[src/rtl/galetron_pkg.sv]
// Shared Galetron definitions: opcodes and the default program-counter type.
package galetron_pkg;

    localparam int unsigned PC_WIDTH_DEF = 12;
    localparam int unsigned OP_WIDTH     = 6;

    localparam logic [OP_WIDTH-1:0] OP_CALL = 6'b010111;
    localparam logic [OP_WIDTH-1:0] OP_RET  = 6'b011000;

    typedef logic [PC_WIDTH_DEF-1:0] pc_t;

endpackage : galetron_pkg

[src/rtl/ras_storage.sv]
// Return-address storage: DEPTH x PC_WIDTH registers, one synchronous write
// port and one asynchronous read port (driven with sp-1 by the owner).
module ras_storage #(
    parameter int unsigned DEPTH    = 8,
    parameter int unsigned PC_WIDTH = 12,
    parameter int unsigned ADDR_W   = (DEPTH > 1) ? $clog2(DEPTH) : 1
) (
    input  logic                clock,
    input  logic                wr_en_i,
    input  logic [ADDR_W-1:0]   wr_addr_i,
    input  logic [PC_WIDTH-1:0] wr_data_i,
    input  logic [ADDR_W-1:0]   rd_addr_i,
    output logic [PC_WIDTH-1:0] rd_data_o
);

    logic [PC_WIDTH-1:0] mem_q [DEPTH];

    // Write port; contents are not reset since stale entries are never read
    // without a prior push.
    always_ff @(posedge clock) begin
        if (wr_en_i) begin
            mem_q[wr_addr_i] <= wr_data_i;
        end
    end

    // Asynchronous read of the top-of-stack entry.
    always_comb begin
        rd_data_o = mem_q[rd_addr_i];
    end

endmodule : ras_storage

[src/rtl/return_address_stack.sv]
// Circular return-address stack: a call pushes program_counter+1, a return
// pops the most recent address as a jump target one cycle later.
module return_address_stack
    import galetron_pkg::*;
#(
    parameter int unsigned DEPTH    = 8,
    parameter int unsigned PC_WIDTH = PC_WIDTH_DEF
) (
    input  logic                clock,
    input  logic                reset,
    input  logic                enable,
    input  logic [5:0]          operation,
    input  logic [PC_WIDTH-1:0] program_counter,
    output logic [PC_WIDTH-1:0] return_address,
    output logic                return_valid,
    output logic                empty,
    output logic                full,
    output logic                overflow,
    output logic                underflow
);

    localparam int unsigned SP_W  = (DEPTH > 1) ? $clog2(DEPTH) : 1;
    localparam int unsigned CNT_W = $clog2(DEPTH + 1);
    localparam logic [CNT_W-1:0] CNT_FULL = CNT_W'(DEPTH);

    logic [SP_W-1:0]     sp_q,    sp_d;
    logic [CNT_W-1:0]    count_q, count_d;
    logic [PC_WIDTH-1:0] ra_q,    ra_d;
    logic                rv_q,    rv_d;
    logic                ovf_q,   ovf_d;
    logic                und_q,   und_d;

    logic                is_call_c;
    logic                is_ret_c;
    logic                push_c;
    logic [SP_W-1:0]     top_idx_c;
    logic [PC_WIDTH-1:0] link_addr_c;
    logic [PC_WIDTH-1:0] top_data_c;

    // Opcode decode and derived push address (wraps at PC_WIDTH).
    always_comb begin
        is_call_c   = enable && (operation == OP_CALL);
        is_ret_c    = enable && (operation == OP_RET);
        push_c      = reset && is_call_c;
        top_idx_c   = sp_q - SP_W'(1);
        link_addr_c = program_counter + PC_WIDTH'(1);
    end

    ras_storage #(
        .DEPTH    (DEPTH),
        .PC_WIDTH (PC_WIDTH),
        .ADDR_W   (SP_W)
    ) u_storage (
        .clock     (clock),
        .wr_en_i   (push_c),
        .wr_addr_i (sp_q),
        .wr_data_i (link_addr_c),
        .rd_addr_i (top_idx_c),
        .rd_data_o (top_data_c)
    );

    // Status decoded from the registered occupancy count.
    always_comb begin
        empty = (count_q == '0);
        full  = (count_q == CNT_FULL);
    end

    // Next-state for pointer, count, return port and sticky flags.
    always_comb begin
        sp_d    = sp_q;
        count_d = count_q;
        ra_d    = ra_q;
        rv_d    = 1'b0;
        ovf_d   = ovf_q;
        und_d   = und_q;

        if (is_call_c) begin
            sp_d = sp_q + SP_W'(1);
            if (full) begin
                ovf_d = 1'b1;
            end else begin
                count_d = count_q + CNT_W'(1);
            end
        end else if (is_ret_c) begin
            if (empty) begin
                ra_d  = '0;
                und_d = 1'b1;
            end else begin
                ra_d    = top_data_c;
                sp_d    = top_idx_c;
                count_d = count_q - CNT_W'(1);
                rv_d    = 1'b1;
            end
        end
    end

    // State registers with synchronous active-low reset.
    always_ff @(posedge clock) begin
        if (!reset) begin
            sp_q    <= '0;
            count_q <= '0;
            ra_q    <= '0;
            rv_q    <= 1'b0;
            ovf_q   <= 1'b0;
            und_q   <= 1'b0;
        end else begin
            sp_q    <= sp_d;
            count_q <= count_d;
            ra_q    <= ra_d;
            rv_q    <= rv_d;
            ovf_q   <= ovf_d;
            und_q   <= und_d;
        end
    end

    // Registered outputs.
    always_comb begin
        return_address = ra_q;
        return_valid   = rv_q;
        overflow       = ovf_q;
        underflow      = und_q;
    end

endmodule : return_address_stack

[config.mk]
export PLATFORM = sky130hd
export DESIGN_NAME = return_address_stack
export DESIGN_NICKNAME = d
export VERILOG_FILES = /design/src/rtl/galetron_pkg.sv /design/src/rtl/ras_storage.sv /design/src/rtl/return_address_stack.sv
export SDC_FILE = /design/constraint.sdc
export NUM_CORES = 1
export LEC_CHECK = 0
export ABC_CLOCK_PERIOD_IN_PS = 3540
export BUFFER_PORTS_ARGS = -buffer_cell sky130_fd_sc_hd__buf_2
export CAP_MARGIN = 20
export CELL_PAD_IN_SITES_DETAIL_PLACEMENT = 2
export CELL_PAD_IN_SITES_GLOBAL_PLACEMENT = 2
export CORE_UTILIZATION = 45
export DETAILED_ROUTE_END_ITERATION = 16
export PLACE_DENSITY_LB_ADDON = 0.1
export SYNTH_ARGS = -nofsm -noshare
export SYNTH_HDL_FRONTEND = slang
export SYNTH_SLANG_ARGS = --single-unit
export TNS_END_PERCENT = 100
[constraint.sdc]
create_clock -name clock -period 3.54 [get_ports clock]
set_clock_uncertainty 0.1 [all_clocks]
set_input_delay 0.177 -clock clock [delete_from_list [all_inputs] [get_ports clock]]
set_output_delay 0.177 -clock clock [all_outputs]
set_load 0.02 [all_outputs]
# After elaboration in Yosys (flattened, before gate mapping)
# Memory sizes are Yosys's and may differ from the RTL's.
# Index checks and enable logic that the tools add are counted.
# word_totals
out_inout_bits	17
n_memories	1
mem_bits_rw	96
inputBits	21
regBits	22
elab_cells	42
# mem_list
name	depth	word_bits	rd	rd_clocked_by_memory_dff	wr	line	rtl
u_storage.mem_q	8	12	1	0	1	ras_storage.sv:16	logic [PC_WIDTH-1:0] mem_q [DEPTH];
# op_classes
n_reduce_logical	11
mux	11
n_bitwise	3
n_addsub	5
eq_ne	5
# ops
op	n
$mux W4	4
$add A12 B1 Y12 const B	1
$eq A6 B5 Y1 const B	2
$mux W12	1
$mux W3	3
$reduce_and A2 Y1	3
$reduce_and A3 Y1	2
$add A4 B1 Y4 const B	1
$eq A4 B4 Y1 const B	1
$logic_not A4 Y1	1
$sub A4 B1 Y4 const B	1
$add A3 B1 Y3 const B	1
$logic_and A1 B1 Y1	3
$mux W1	3
$not A1 Y1	3
$reduce_or A3 Y1	1
$sub A3 B1 Y3 const B	1
$ne A2 B1 Y1 const B	1
$ne A2 B2 Y1 const B	1
$reduce_bool A2 Y1	1

# Longest topological paths before layout
# Gate-level depths: netlist (run 1).
# logic_depth
word_depth	5
depth_mapped	9
ltp_nobuf	8

# By module
# Synthesis (run 1) repeated with hierarchy kept, for this count alone.
# hier_totals
hier_cells	289
area_unflattened_um2	4962.3
# modules_own_cells
mod	area_each_um2	instances	seq_area_each_um2	cells_each
ras_storage	3747.3	1	2882.8	152
return_address_stack	1214.9	1	440.4	137

# Worst setup path before layout (run 1)
# OpenSTA, ideal clock, no wires.
# synth_path
kind	register to register
start	register sp_q[0]
end	register ra_q[8] (netlist: return_address[8])
slack_ns	0.861
setup_time_ns	0.119
path_stages_with_launch	10
required_ns	3.321
period_less_slack_ns	2.679
arrival_ns	2.460
path_cell_list	dfxtp_1 > buf_2 > buf_2 > inv_1 > ha_1 > clkbuf_1 > clkbuf_1 > mux4_2 > mux2i_1 > o2bb2ai_4
# synth_via
elab_chain_len	3
# synth_lines
element	line	rtl
start: declaration	return_address_stack.sv:26	logic [SP_W-1:0] sp_q, sp_d;
start signal: assignment	return_address_stack.sv:107	sp_q <= sp_d;
$sub A3 B1 Y3	return_address_stack.sv:45	top_idx_c = sp_q - SP_W'(1);
$mem_v2 Z8 W12	n/a	
$mux W12	return_address_stack.sv:85	if (empty) begin
end signal: assignment	return_address_stack.sv:109	ra_q <= ra_d;
end: declaration	return_address_stack.sv:28	logic [PC_WIDTH-1:0] ra_q, ra_d;
# Every way passes these cells.
# A chain may end at the register's enable or synchronous reset.

# Worst setup path in the final report (run 1)
# layout_path
start	register sp_q[1]
end	register ra_q[4] (netlist: return_address[4])
# Same word-level chain as after synthesis.

==> results of run 1 <==
==> final cells by class <==
type	count	area, um2
Fill cell	914	4580
Sequential cell	118	3320
Multi-Input combinational cell	142	1480
Clock buffer	26	488
Timing Repair Buffer	55	323
Tap cell	136	170
Clock inverter	6	25.0
Inverter	6	22.5
==> kinds of logic (layout without fill, tap and decap cells) <==
logic type               after synthesis  in the layout  synth area share
flip-flops                           118            118             0.680
adder cells (fa/ha/maj)                5              5            0.0128
AND/OR/NAND/NOR                       52             52            0.0612
multiplexers                          38             38             0.140
XOR/XNOR                              13             13            0.0233
AO/OA/AOI/OAI                         34             34            0.0645
buffers and inverters                 20             93            0.0184
==> power breakdown <==
| group | total [mW] | switching (mW) | internal [mW] |
|---|---|---|---|
| combinational | 0.0862 | 0.0590 | 0.0272 |
| sequential | 1.51 | 0.000961 | 1.51 |
| clock | 1.50 | 0.579 | 0.922 |
| total | 3.09 | 0.639 | 2.46 |
==> cells in the mapped netlist, drive strengths merged <==
library cell / n
and2: 1
inv: 6
and3: 2
xnor2: 10
and3b: 1
o21a: 2
mux4: 24
nand3b: 1
dfxtp: 22
nor4bb: 1
mux2: 1
a211oi: 1
nor4b: 1
xor2: 3
o211ai: 2
o22a: 1
or4: 2
nor4: 2
o31ai: 1
nand2: 8
nand3: 6
and4: 2
a31oi: 1
clkbuf: 7
o21ai: 3
o22ai: 1
edfxtp: 96
or3: 2
a22oi: 1
mux2i: 13
and4b: 1
buf: 7
nand4b: 1
nor3: 5
nand2b: 2
a21oi: 7
nor2: 12
ha: 5
or4b: 1
nand4: 1
o2bb2ai: 13
o41ai: 1
==> per-layer routing <==
| metal | vias up | GRT usage |
|---|---|---|
| li1 | 1251 | - |
| met1 | 1465 | 0.302 |
| met2 | 89 | 0.419 |
| met3 | 26 | 0.0595 |
| met4 | 0 | 0.125 |
| met5 | - | 0 |
==> worst paths after layout <==
kind                                          start                     end  slack, ns  cells after the start
worst max register to register              sp_q[1]       return_address[4]       0.99                      6
worst min register to register    return_address[7]       return_address[7]       0.36                      1
worst min-delay path            program_counter[11]  u_storage.mem_q[2][11]       0.03                      2
worst max-delay path                        sp_q[1]       return_address[4]       0.99                      6
==> registers in the layout (all words and copies together), names as in the netlist <==
register	count
return_address	12
overflow	1
underflow	1
u_storage.mem_q	96
return_valid	1
sp_q	3
count_q	4
==> summary.md, run 1 <==
| Metric | Value |
|---|---|
| Status | `finished clean` |
| Critical path buffers and inverters | `2` |
| Crit. End Element | `register` |
| DIE WIDTH | `about 110 um` |
| Largest delay share family, worst path | `adder cells` |
| GRT Util Overall | `0.250` |
| Final wirelength | `~13 mm` |
| Max Fanout on Critical Path | `15` |
| DR top layer | `met4` |
| Most frequent cells in the layout | `edfxtp_1 (96), buf_2 (37), mux4_2 (24), dfxtp_1 (21), buf_4 (17)` |
| # nets final | `around 370` |
| Critical setup path kind | `register to register` |
| DRT antenna net count | `0` |
| CP max stage cell | `ha_1` |
| I/O pins | `38` |
| Worst path max stage delay | `between 0.6 and 0.7 ns` |
| Dpl ws | `about 0.95 ns` |
| Cell Chain, Critical Path | `inv_1, ha_1, buf_4, mux4_2, mux2i_1, o2bb2ai_2` |
| DRC | `0` |
| WL/cell | `26.2 um` |
| DP Area | `between 5000 and 6000 um2` |
| TritonRoute pass-1 iters | `4` |
| Max Fclk | `393 MHz` |
| Gpl congestion | `0.744` |
| Clock slew at reported path FFs | `0.06 ns` |
| Power Density | `roughly 530 nW/um2` |
| CP Launch Type | `register` |
| Skew-Pair Late Insertion Delay | `0.52 ns` |
| Final antenna diode count | `0` |
| Number of DRC markers in iteration 0 | `between 100 and 150` |
| Postcts setup bufs | `0` |
| Tightest Pin Transition | `between 0.8 and 0.9 ns` |
| Met1 wire length | `5.22 mm` |
| Unrepaired setup endpoints after global routing | `false` |
| Effective utilization at floorplan | `0.469` |
| Final Core Density | `0.560` |
| H-tree depth | `4` |
| Via count | `between 2000 and 3000` |
| Final min period | `between 2 and 3 ns` |
| Sequential area share after synthesis | `0.680` |
| Register bit total from synthesis | `roughly 120` |
| Final Max Slew Viols | `0` |
| Bufs on Longest Clock Path | `2` |
| Most common cell after layout, fill and taps aside | `edfxtp_1` |
| Post-CTS sizing | `0` |
| Syn Area/Cell | `between 15 and 20 um2` |
| Final setup fails | `0` |
| Vias/cell | `5.79` |
| Setup ws final | `approximately 0.99 ns` |
| FP Rows | `37` |
| Layout cells sized above 1 | `0.329` |
| Pin count of the biggest net entering global routing | `29` |
| Mapped Nets | `slightly above 300` |
| Core ar. | `around 10000 um2` |
| Initial antenna violation count | `0` |
| First-pass GRT wire length | `19.3 mm` |
| Leak pwr | `between 2 and 2.5 nW` |
| Power, Total | `~3.1 mW` |
| DIE AREA | `11300 um2` |
| Post-DP HPWL | `roughly 8.3 mm` |
| Distinct cell type count after synthesis | `47` |
| VDD IR max | `around 0.44 mV` |
| CTS root buffer | `clkbuf_8` |
| Port Buffers | `37` |
| CTS tree | `done` |
| Worst EP required | `3.85 ns` |
| Mapped Area | `a little under 5000 um2` |
| Post-synth top area cell | `edfxtp_1` |
| Final Non-Filler Cells | `a little under 500` |
| Post-synth top area share | `0.590` |
| Final Hold Vio Count | `0` |
| Sink Count | `around 120` |
| Die height | `between 100 and 150 um` |
| Placed Cells | `roughly 460` |
| Routed wl met2 | `between 6 and 7 mm` |
| Worst hold path type | `input pin to register` |
| Post-route cell area | `5840 um2` |
| Synth area leaders | `edfxtp_1 (59%), mux4_2 (11%), dfxtp_1 (9.0%)` |
| Crit path DAT | `2.86 ns` |
| Cells after Synth | `280` |
| P&R area growth vs syn | `19.4%` |
| WHS | `between 0.03 and 0.04 ns` |
| Final setup TNS | `0 ns` |
| Met3 WL post-DR | `approximately 600 um` |
| Post-cts hold buffer count | `1` |
| GRT overflow | `0` |
| Slew Limit Headroom | `0.454` |
| Max_cap viols | `0` |
| Yosys warnings | `0` |
| Num CTS Buffers | `17` |
| Period utilization | `0.720` |
| Vias in the first global route | `3086` |
Power figures use the tool's default switching activity.
==> inputs of run 2 (changes only) <==
Settings changed: ABC_CLOCK_PERIOD_IN_PS 3540 to 2600.
Clock period 3.54 ns to 2.6 ns, I/O delays scaled along.
==> summary.md, run 2 (synthesized netlist as in run 1, its figures left out) <==
| Metric | Value |
|---|---|
| Final min period | `2.26 ns (-0.282 ns)` |
| Clock slew at reported path FFs | `0.06 ns (about the same)` |
| Vias/cell | `5.75 (-0.71%)` |
| Layout cells sized above 1 | `0.345 (+0.0159)` |
| P&R area growth vs syn | `22.0%` |
| Max Fclk | `442 MHz (+12%)` |
| Critical setup path kind | `register to register` |
| Sink Count | `118 (unchanged)` |
| RR Endpoint | `return_address[10]` |
| DRT antenna net count | `0 (unchanged)` |
| Worst reg2reg setup slack | `0.34 ns (-0.66 ns)` |
| DIE WIDTH | `106 um (unchanged)` |
| Num CTS Buffers | `17 (unchanged)` |
| Placed Cells | `457 (+0.22%)` |
| Via count | `2834 (+0.11%)` |
| Initial antenna violation count | `0 (unchanged)` |
| Skew-Pair Late Insertion Delay | `0.52 ns (about the same)` |
| GRT Util Overall | `0.276 (+0.0264)` |
| I/O pins | `38 (unchanged)` |
| Worst-case reg-to-reg path depth | `6 (unchanged)` |
| VDD IR max | `0.600 mV (+37%)` |
| Final antenna diode count | `0 (unchanged)` |
| CTS tree | `done` |
| Critical hold path startpoint | `program_counter[0]` |
| First-pass GRT wire length | `21.2 mm (+9.5%)` |
| Power Density | `768 nW/um2 (+45%)` |
| Worst EP required | `2.90 ns (-0.95 ns)` |
| TritonRoute pass-1 iters | `4 (unchanged)` |
| Max_cap viols | `0 (unchanged)` |
| CTS root buffer | `clkbuf_8` |
| # nets final | `370 (+1.1%)` |
| Unrepaired setup endpoints after global routing | `false` |
| Post-CTS sizing | `0 (unchanged)` |
| Vias in the first global route | `3271 (+6.0%)` |
| Bufs on Longest Clock Path | `2 (unchanged)` |
| Die height | `106 um (unchanged)` |
| Status | `finished clean` |
| Final Non-Filler Cells | `493 (+0.82%)` |
| Max Fanout on Critical Path | `12 (-3)` |
| Final setup TNS | `0 ns (unchanged)` |
| Number of DRC markers in iteration 0 | `173 (+47%)` |
| Most common cell after layout, fill and taps aside | `edfxtp_1` |
| GRT overflow | `0 (unchanged)` |
| Biggest register | `u_storage.mem_q` |
| Pin count of the biggest net entering global routing | `19 (-34%)` |
| Slew Limit Headroom | `0.402 (-0.0526)` |
| Crit path DAT | `2.56 ns (-0.30 ns)` |
| Tightest Pin Transition | `0.891 ns (+0.0784 ns)` |
| Postcts setup bufs | `0 (unchanged)` |
| Final wirelength | `14.1 mm (+9.9%)` |
| Crit. End Element | `register` |
| Period utilization | `0.871 (+0.152)` |
| Port Buffers | `37 (unchanged)` |
| Worst Hold Endpoint | `u_storage.mem_q[0][0]` |
| Effective utilization at floorplan | `0.469 (unchanged)` |
| DIE AREA | `11300 um2 (unchanged)` |
| Gpl congestion | `0.720 (-3.3%)` |
| Leak pwr | `2.11 nW (+2.7%)` |
| Max reg flops | `96 (unchanged)` |
| Final Max Slew Viols | `0 (unchanged)` |
| Final Hold Vio Count | `0 (unchanged)` |
| RR Startpoint | `sp_q[1]` |
| FP Rows | `37 (unchanged)` |
| WL/cell | `28.5 um (+9.0%)` |
| Fill cells | `918 (+0.44%)` |
| Final setup fails | `0 (unchanged)` |
| Worst hold path depth | `2 (unchanged)` |
| CP Launch Type | `register` |
| Most frequent cells in the layout | `edfxtp_1 (96), buf_2 (37), mux4_2 (24), dfxtp_1 (21), buf_4 (18)` |
| Post-DP HPWL | `8.39 mm (+1.2%)` |
| Core ar. | `10400 um2 (unchanged)` |
| H-tree depth | `4 (unchanged)` |
| DRC | `0 (unchanged)` |
| Power, Total | `4.58 mW (+48%)` |
| Worst hold path type | `input pin to register` |
| Final Core Density | `0.572 (+0.0123)` |
run 2: changes by cell type in the layout (fill, tap and decap cells not counted):
cell,delta
clkinvlp_4,+1
clkinv_1,-3
clkinv_2,+1
clkbuf_1,-3
clkbuf_8,-4
buf_4,+1
dlygate4sd3_1,+3
clkinv_4,+4
bufinv_16,+4
run 2: layout make-up:
class | instances | area (um2) | area share
Clock buffer | 19 | 422 | 0.0707
Clock inverter | 13 | 181 | 0.0304
Inverter | 6 | 22.5 | 0.00378
Multi-Input combinational cell | 142 | 1480 | 0.249
Sequential cell | 118 | 3320 | 0.557
Tap cell | 136 | 170 | 0.0285
Timing Repair Buffer | 59 | 360 | 0.0604
run 2: report_power, final:
part	internal [mW]	switching (mW)
Sequential	2.05	0.00143
Combinational	0.0419	0.0834
Clock	1.55	0.850
run 2: per-stage QoR:
| step | hold WS [ns] | instance area (um2) | setup WS, ns |
|---|---|---|---|
| floorplan | 0.176 | 4890 | 0.0158 |
| CTS | 0.0173 | 5960 | 0.319 |
| global route | 0.0432 | 5960 | 0.279 |
| global placement | 0.339 | 5320 | 0.481 |
| finish | 0.0383 | 5960 | 0.335 |
| detailed placement | 0.347 | 5320 | 0.416 |
run 2: timing repair:
item                                   in CTS  in global routing
endpoints found under the hold margin      27                  0
setup endpoints to repair                   0                  0
hold buffers                                4                  0
run 2: worst max-delay path by stage:
stage	end	cells past startpoint	slack (ns)	start
global route	return_address[10]	6	0.28	sp_q[1]
floorplan	return_address[0]	9	0.02	sp_q[0]
global placement	count_q[3]	9	0.48	operation[3]
CTS	return_address[10]	6	0.32	sp_q[1]
finish	return_address[10]	6	0.34	sp_q[1]
detailed placement	count_q[3]	9	0.42	operation[5]
run 2: layer usage:
metal	up-vias	wire [um]	share of wire	track usage
met3	14	612	0.044	0.0674
met1	1484	5690	0.40	0.333
li1	1258	-	-	-
met4	0	232	0.017	0.105
met2	78	7520	0.54	0.479
met5	-	0	0	0
run 2: critical path, stage by stage (launching register included):
cell	delay [ns]
dfxtp_1	0.50
inv_1	0.14
ha_1	0.34
buf_4	0.23
mux4_2	0.34
mux2i_1	0.39
o2bb2ai_2	0.09
